**config.mk**
```make
export PLATFORM = sky130hd
export DESIGN_NAME = meter_sched
export DESIGN_NICKNAME = d
export VERILOG_FILES = /design/src/rtl/meter_pkg.sv /design/src/rtl/meter_rr_arb.sv /design/src/rtl/meter_sched.sv
export SDC_FILE = /design/constraint.sdc
export NUM_CORES = 1
export LEC_CHECK = 0
export CORE_MARGIN = 2
export CORE_UTILIZATION = 60
export DETAILED_ROUTE_END_ITERATION = 10
export GPL_TIMING_DRIVEN = 0
export PLACE_DENSITY_LB_ADDON = 0.12
export SYNTH_ARGS = -nofsm -noshare
export SYNTH_HDL_FRONTEND = slang
export SYNTH_SLANG_ARGS = --single-unit
```
**constraint.sdc**
```tcl
create_clock -name clk -period 7.3 [get_ports clk]
set_clock_uncertainty 0.2 [all_clocks]
set_input_delay 1.46 -clock clk [delete_from_list [all_inputs] [get_ports clk]]
set_output_delay 1.46 -clock clk [all_outputs]
set_load 0.005 [all_outputs]
```
**src/rtl/meter_pkg.sv**
```systemverilog
// Shared types and helpers for the time-multiplexed peak meter.
// Sample format is s.23; magnitudes are 0.23 unsigned.
package meter_pkg;

  localparam int SW    = 24;
  localparam int MAG_W = SW - 1;

  typedef logic [MAG_W-1:0] mag_t;

  localparam mag_t MAG_MAX = 23'h7FFFFF;

  // Full-scale negative has no positive twin, so it clips.
  function automatic mag_t abs_sat(input logic [SW-1:0] d);
    mag_t m;
    mag_t r;
    m = d[MAG_W-1:0];
    r = m;
    if (d[SW-1]) begin
      if (m == '0) r = MAG_MAX;
      else r = ~m + 1'b1;
    end
    return r;
  endfunction

endpackage

```
**src/rtl/meter_rr_arb.sv**
```systemverilog
// Round-robin picker over pending channel results.
// Scans upward from the pointer; pointer moves past each grant.
module meter_rr_arb #(
  parameter int NCH = 2,
  parameter int CHW = 1
) (
  input  logic           clk,
  input  logic           rst_n,
  input  logic [NCH-1:0] req,
  input  logic           adv,
  output logic [CHW-1:0] gnt,
  output logic           gnt_vld
);

  logic [CHW-1:0] ptr;

  // Walk offsets high to low so the closest request wins.
  always_comb begin
    int j;
    gnt     = '0;
    gnt_vld = 1'b0;
    j       = 0;
    for (int k = NCH - 1; k >= 0; k--) begin
      j = int'(ptr) + k;
      if (j >= NCH) j = j - NCH;
      if (req[CHW'(j)]) begin
        gnt     = CHW'(j);
        gnt_vld = 1'b1;
      end
    end
  end

  always_ff @(posedge clk or negedge rst_n) begin
    if (!rst_n) begin
      ptr <= '0;
    end else if (adv) begin
      if (gnt == CHW'(NCH - 1)) ptr <= '0;
      else ptr <= gnt + 1'b1;
    end
  end

endmodule

```
**src/rtl/meter_sched.sv**
```systemverilog
// Shared-datapath windowed peak meter for NCH interleaved channels.
// Completed peaks queue per channel and drain round-robin.
module meter_sched #(
  parameter int NCH = 2,
  parameter int CHW = (NCH > 1) ? $clog2(NCH) : 1,
  parameter int SW  = 24
) (
  input  logic           clk,
  input  logic           rst_n,
  input  logic           enable,
  input  logic [9:0]     size,
  input  logic           vin,
  input  logic [CHW-1:0] cin,
  input  logic [SW-1:0]  din,
  output logic           vout,
  output logic [CHW-1:0] cout,
  output logic [SW-2:0]  dout,
  input  logic           rdy,
  output logic           overrun
);

  import meter_pkg::*;

  localparam logic [CHW:0] NCH_V = (CHW + 1)'(NCH);

  mag_t           mag;
  logic           hit;
  logic           take;
  logic [CHW-1:0] gnt;
  logic           gnt_vld;

  logic [9:0]     count   [NCH];
  mag_t           peak    [NCH];
  mag_t           pending [NCH];
  logic [NCH-1:0] pend;

  assign mag  = abs_sat(din);
  assign hit  = vin && enable && ({1'b0, cin} < NCH_V);
  assign take = (!vout || rdy) && gnt_vld;

  meter_rr_arb #(
    .NCH (NCH),
    .CHW (CHW)
  ) u_arb (
    .clk     (clk),
    .rst_n   (rst_n),
    .req     (pend),
    .adv     (take),
    .gnt     (gnt),
    .gnt_vld (gnt_vld)
  );

  always_ff @(posedge clk or negedge rst_n) begin
    if (!rst_n) begin
      for (int i = 0; i < NCH; i++) begin
        count[i]   <= '0;
        peak[i]    <= '0;
        pending[i] <= '0;
      end
      pend    <= '0;
      vout    <= 1'b0;
      cout    <= '0;
      dout    <= '0;
      overrun <= 1'b0;
    end else begin
      overrun <= 1'b0;
      for (int i = 0; i < NCH; i++) begin
        if (take && gnt == CHW'(i)) pend[i] <= 1'b0;
        if (!enable) begin
          count[i] <= '0;
          peak[i]  <= '0;
        end else if (hit && cin == CHW'(i)) begin
          // Window end: current sample seeds the next window.
          if (count[i] + 10'd1 == size) begin
            count[i]   <= '0;
            pending[i] <= peak[i];
            pend[i]    <= 1'b1;
            peak[i]    <= mag;
            if (pend[i] && !(take && gnt == CHW'(i)))
              overrun <= 1'b1;
          end else begin
            count[i] <= count[i] + 10'd1;
            if (mag > peak[i]) peak[i] <= mag;
          end
        end
      end
      if (take) begin
        vout <= 1'b1;
        cout <= gnt;
        dout <= pending[gnt];
      end else if (!vout || rdy) begin
        vout <= 1'b0;
      end
    end
  end

endmodule

```
==> flow_results.org <==
** Routing
- Once detail routing completed, the nets flagged for antenna violations numbered 0.
- Dividing the detail-routed via count by the number of cells gives 5.91.
- Initial DRC count :: 444
- Wire per inst :: 17.6 um
- Across all layers, the routed design uses 6866 vias.
- Wire length reported by the detailed router :: 20400 um
- Pre-antenna DRT Iters :: 5
- In the routed design, unresolved DRC markers number 0.

** Min path
- Cell count of the worst hold path :: 2
- Worst min-delay path class :: reg -> reg
- The worst hold path begins at dout[22].
- The worst hold path terminates at dout[22].

** Placement
- Detailed-placement wirelength estimate :: 15200 um
- Setup slack after placement :: 0.443 ns
- After detailed placement, the total cell area comes to 9310 um2.
- Count of input and output buffers :: 63
- Last weighted congestion value of the routability-driven placer :: 0.900

** Clock tree
- In this run, post-CTS repair resized a total of 0 instances.
- Clock Tree Buf Depth :: 2
- CTS built an H-tree with a depth of 4.
- Sink Count :: 141
- After clock tree synthesis, the clock-pin slew on the worst setup and hold paths is 0.06 ns.
- Post-CTS timing repair inserted 0 buffers for setup.
- TritonCTS clock tree :: built
- The later pin in the worst-skew pair is clocked with a latency of 0.43 ns.
- Hold-fix buffers at CTS :: 0
- Total clock buffers created by CTS :: 17
- The cell sitting at the root of the clock tree is a clkbuf_16.

** Floorplan
- Area enclosed by the die boundary :: 15000 um2
- X dimension of the die :: 122 um
- From bottom edge to top edge, the die measures 122 um.
- Once the floorplan was initialized, standard cells occupied 61.2% of the core.
- The total area inside the core boundary comes to 13800 um2.
- Standard-cell rows :: 43
- Count of pins on the block boundary :: 66

** Timing
- Worst hold-check slack :: 0.274 ns
- Final number of max-transition violations :: 0
- Tcrit/Tclk final :: 91.0%
- For the pin with the worst max-slew slack, the measured transition is 0.985 ns.
- Final Hold Vio Count :: 0
- Final Critical Period :: 6.64 ns
- Measured against its own limit, the worst slew margin works out to 33.7%.
- Final Worst Setup Slack :: 0.657 ns
- RSZ-0062 raised after global routing :: no
- Timing would allow up to 151 MHz.
- Finish-stage setup viols :: 0

** Layout
- Register area :: 3530 um2
- Share of layout cells above drive strength 1 :: 9.67%
- The multi-input combinational cells in the finished layout cover a total of 4470 um2.
- Utilization of the core after routing :: 71.7%
- Final Instance Area :: 9870 um2
- Counting the fill cells in the layout gives 1047.
- For this run, the post-layout net count is 1059.
- Leaving out fill and tap cells, the most frequent cells in the layout are dfrtp_1 (141), nand2_1 (139), o21ai_0 (75), mux2i_1 (69), clkdlybuf4s50_1 (62).
- Diodes inserted :: 0
- Leading cell type in the layout, fill and taps excluded :: dfrtp_1
- Layout overhead on the synthesized area :: 17.2%

** Synth
- Number of standard cells after synthesis :: 887
- Counting flops and latches in the post-synthesis netlist gives 141.
- Sequential element share of the synthesized area :: 41.9%
- Simple-gate share of the synthesized area :: 17.5%
- Number of enable-type register cells in the synthesized netlist :: 0
- Count of cell types in the netlist :: 68
- Fraction of synthesis flops using an asynchronous set or reset pin :: 100%
- Of all cell types, the one taking the most synthesized area is dfrtp_1.
- Mux share of post-synthesis cell area :: 11.8%
- Top cell type's share of synthesized area :: 41.9%
- Summing the areas of all xor and xnor instances in the mapped netlist gives 3.85% of the synthesized area.
- In the synthesized netlist the dominant register cell turns out to be dfrtp_1.
- Number of synthesis warnings :: 0
- Largest family of logic cells by synthesized area :: simple AND/OR/NAND/NOR gates
- Averaged over all synthesized cells, the footprint is 9.50 um2.
- Largest cells by area after synthesis :: dfrtp_1 (42%), mux2i_1 (8.2%), ha_1 (7.3%)
- Area of the mapped netlist :: 8420 um2
- Post-synthesis share of cell area spent on full adders, half adders and majority gates :: 7.28%
- Synth Net Count :: 976
- The synthesized netlist devotes 12.6% of its cell area to compound gates.

** Job
- Max-cap check violation count :: 0

** GRT
- Wire length of the first global-routing pass :: 34100 um
- Global routing finished with a remaining overflow of 0.
- Via count of the first global-routing pass :: 6842
- Global Route met2 Usage :: 49.1%
- Routing usage on met1 :: 37.9%
- The number of antenna violations at the first check in global routing is 0.
- Entering global routing, the biggest net connects 79 pins.
- In this run the most used layer during global routing was met2.
- In the global route stage, met3 resource usage came out at 6.37%.
- Total global-route track usage :: 29.4%

** Power and ir drop
- Peak VDD IR :: 0.169 mV
- Overall power consumption after layout is estimated at 0.00206 W.
- Power per unit of standard cell area :: 209 nW/um2
- In this run the static leakage power is 4.28 nW.

** Critical path
- The worst setup path is launched from a primary input.
- Required @ worst endpoint :: 7.41 ns
- The worst register-to-register path has a depth of 9.
- Worst reg-to-reg setup slack :: 3.50 ns
- Data on the critical path arrives at its endpoint at 6.75 ns.
- In this run the critical register-to-register path is launched from count[10].
- Kind of end point of the critical path :: flip-flop
- Worst-path maximum fanout :: 10
- The endpoint identified for the worst register-to-register timing path is pending[40].
- The critical path in this run is classified as in -> reg.

** Run status
- The run finished with clean final reports.
## routing by layer
layer | vias to the layer above | part of all wire (%)
met5 | - | 0
met4 | 0 | 2.2
met3 | 37 | 5.5
met2 | 207 | 49
met1 | 3315 | 43
li1 | 3307 | -
## worst max path at each step
stage | from | endpoint | slack, ns | cells after the start
finish | din[2] | peak[33] | 0.66 | 17
global route | din[2] | peak[43] | 0.50 | 17
CTS | din[2] | peak[33] | 0.83 | 17
detailed placement | din[2] | peak[33] | 0.44 | 17
global placement | rst_n | count[13] | -1.08 | 1
floorplan | din[7] | peak[32] | 1.70 | 16
## through the flow
step / setup TNS (ns) / std cells
3_5_place_dp: 0 / 1131
4_1_cts: 0 / 1162
3_3_place_gp: -149.77 / 1130
6_report: 0 / 1162
5_1_grt: 0 / 1162
2_1_floorplan: 0 / 887
## synthesized netlist by cell type (6+ instances only)
cell type	n
a21oi_1	44
a31oi_1	6
buf_2	11
clkbuf_1	27
dfrtp_1	141
ha_1	49
inv_1	54
mux2_2	23
mux2i_1	69
nand2_1	139
nand2_4	9
nand2b_1	7
nand3_1	19
nand4_1	14
nor2_1	22
nor2b_1	8
nor3_1	15
o21ai_0	75
o31ai_1	10
or3_1	8
or4_1	12
xnor2_1	16
xor2_1	21
## where the power goes
group	leakage, nW	switching (W)	internal [W]
logic	2.08	0.000223	0.000158
registers	1.94	0.0000279	0.000821
clock network	0.264	0.000347	0.000486
## cells by family after synthesis
group | Yosys count
AOI/OAI and AO/OA | 177
buffers and inverters | 99
xor gates and xnor gates | 37
adders and majority gates | 49
DFF | 141
muxes | 96
and+or+nand+nor | 288
## layout make-up
cell class                      count  area share (%)
Buffer                             44            2.23
Clock inverter                     12            1.14
Sequential cell                   141            35.7
Multi-Input combinational cell    647            45.3
Clock buffer                       19            4.59
Inverter                           55            2.09
Timing Repair Buffer               64            6.68
Tap cell                          180            2.28
## critical path, cell delays in order
cell,delay [ns]
clkdlybuf4s50_1,0.50
nor4_1,0.53
nand3b_1,0.44
or3_1,0.47
or4_1,0.51
buf_6,0.19
buf_12,0.16
nand2_2,0.10
ha_1,0.13
nand4_1,0.16
nor4_1,0.53
inv_1,0.08
nor3_1,0.32
a2bb2oi_1,0.67
nor2_8,0.15
buf_6,0.22
mux2i_1,0.13
## flip-flops by register name, indices dropped and copies added, names as in the netlist
register / cells
dout: 23
cout: 1
u_arb.ptr: 1
pend: 2
count: 20
vout: 1
peak: 46
pending: 46
overrun: 1
Power figures use the tool's default switching activity.
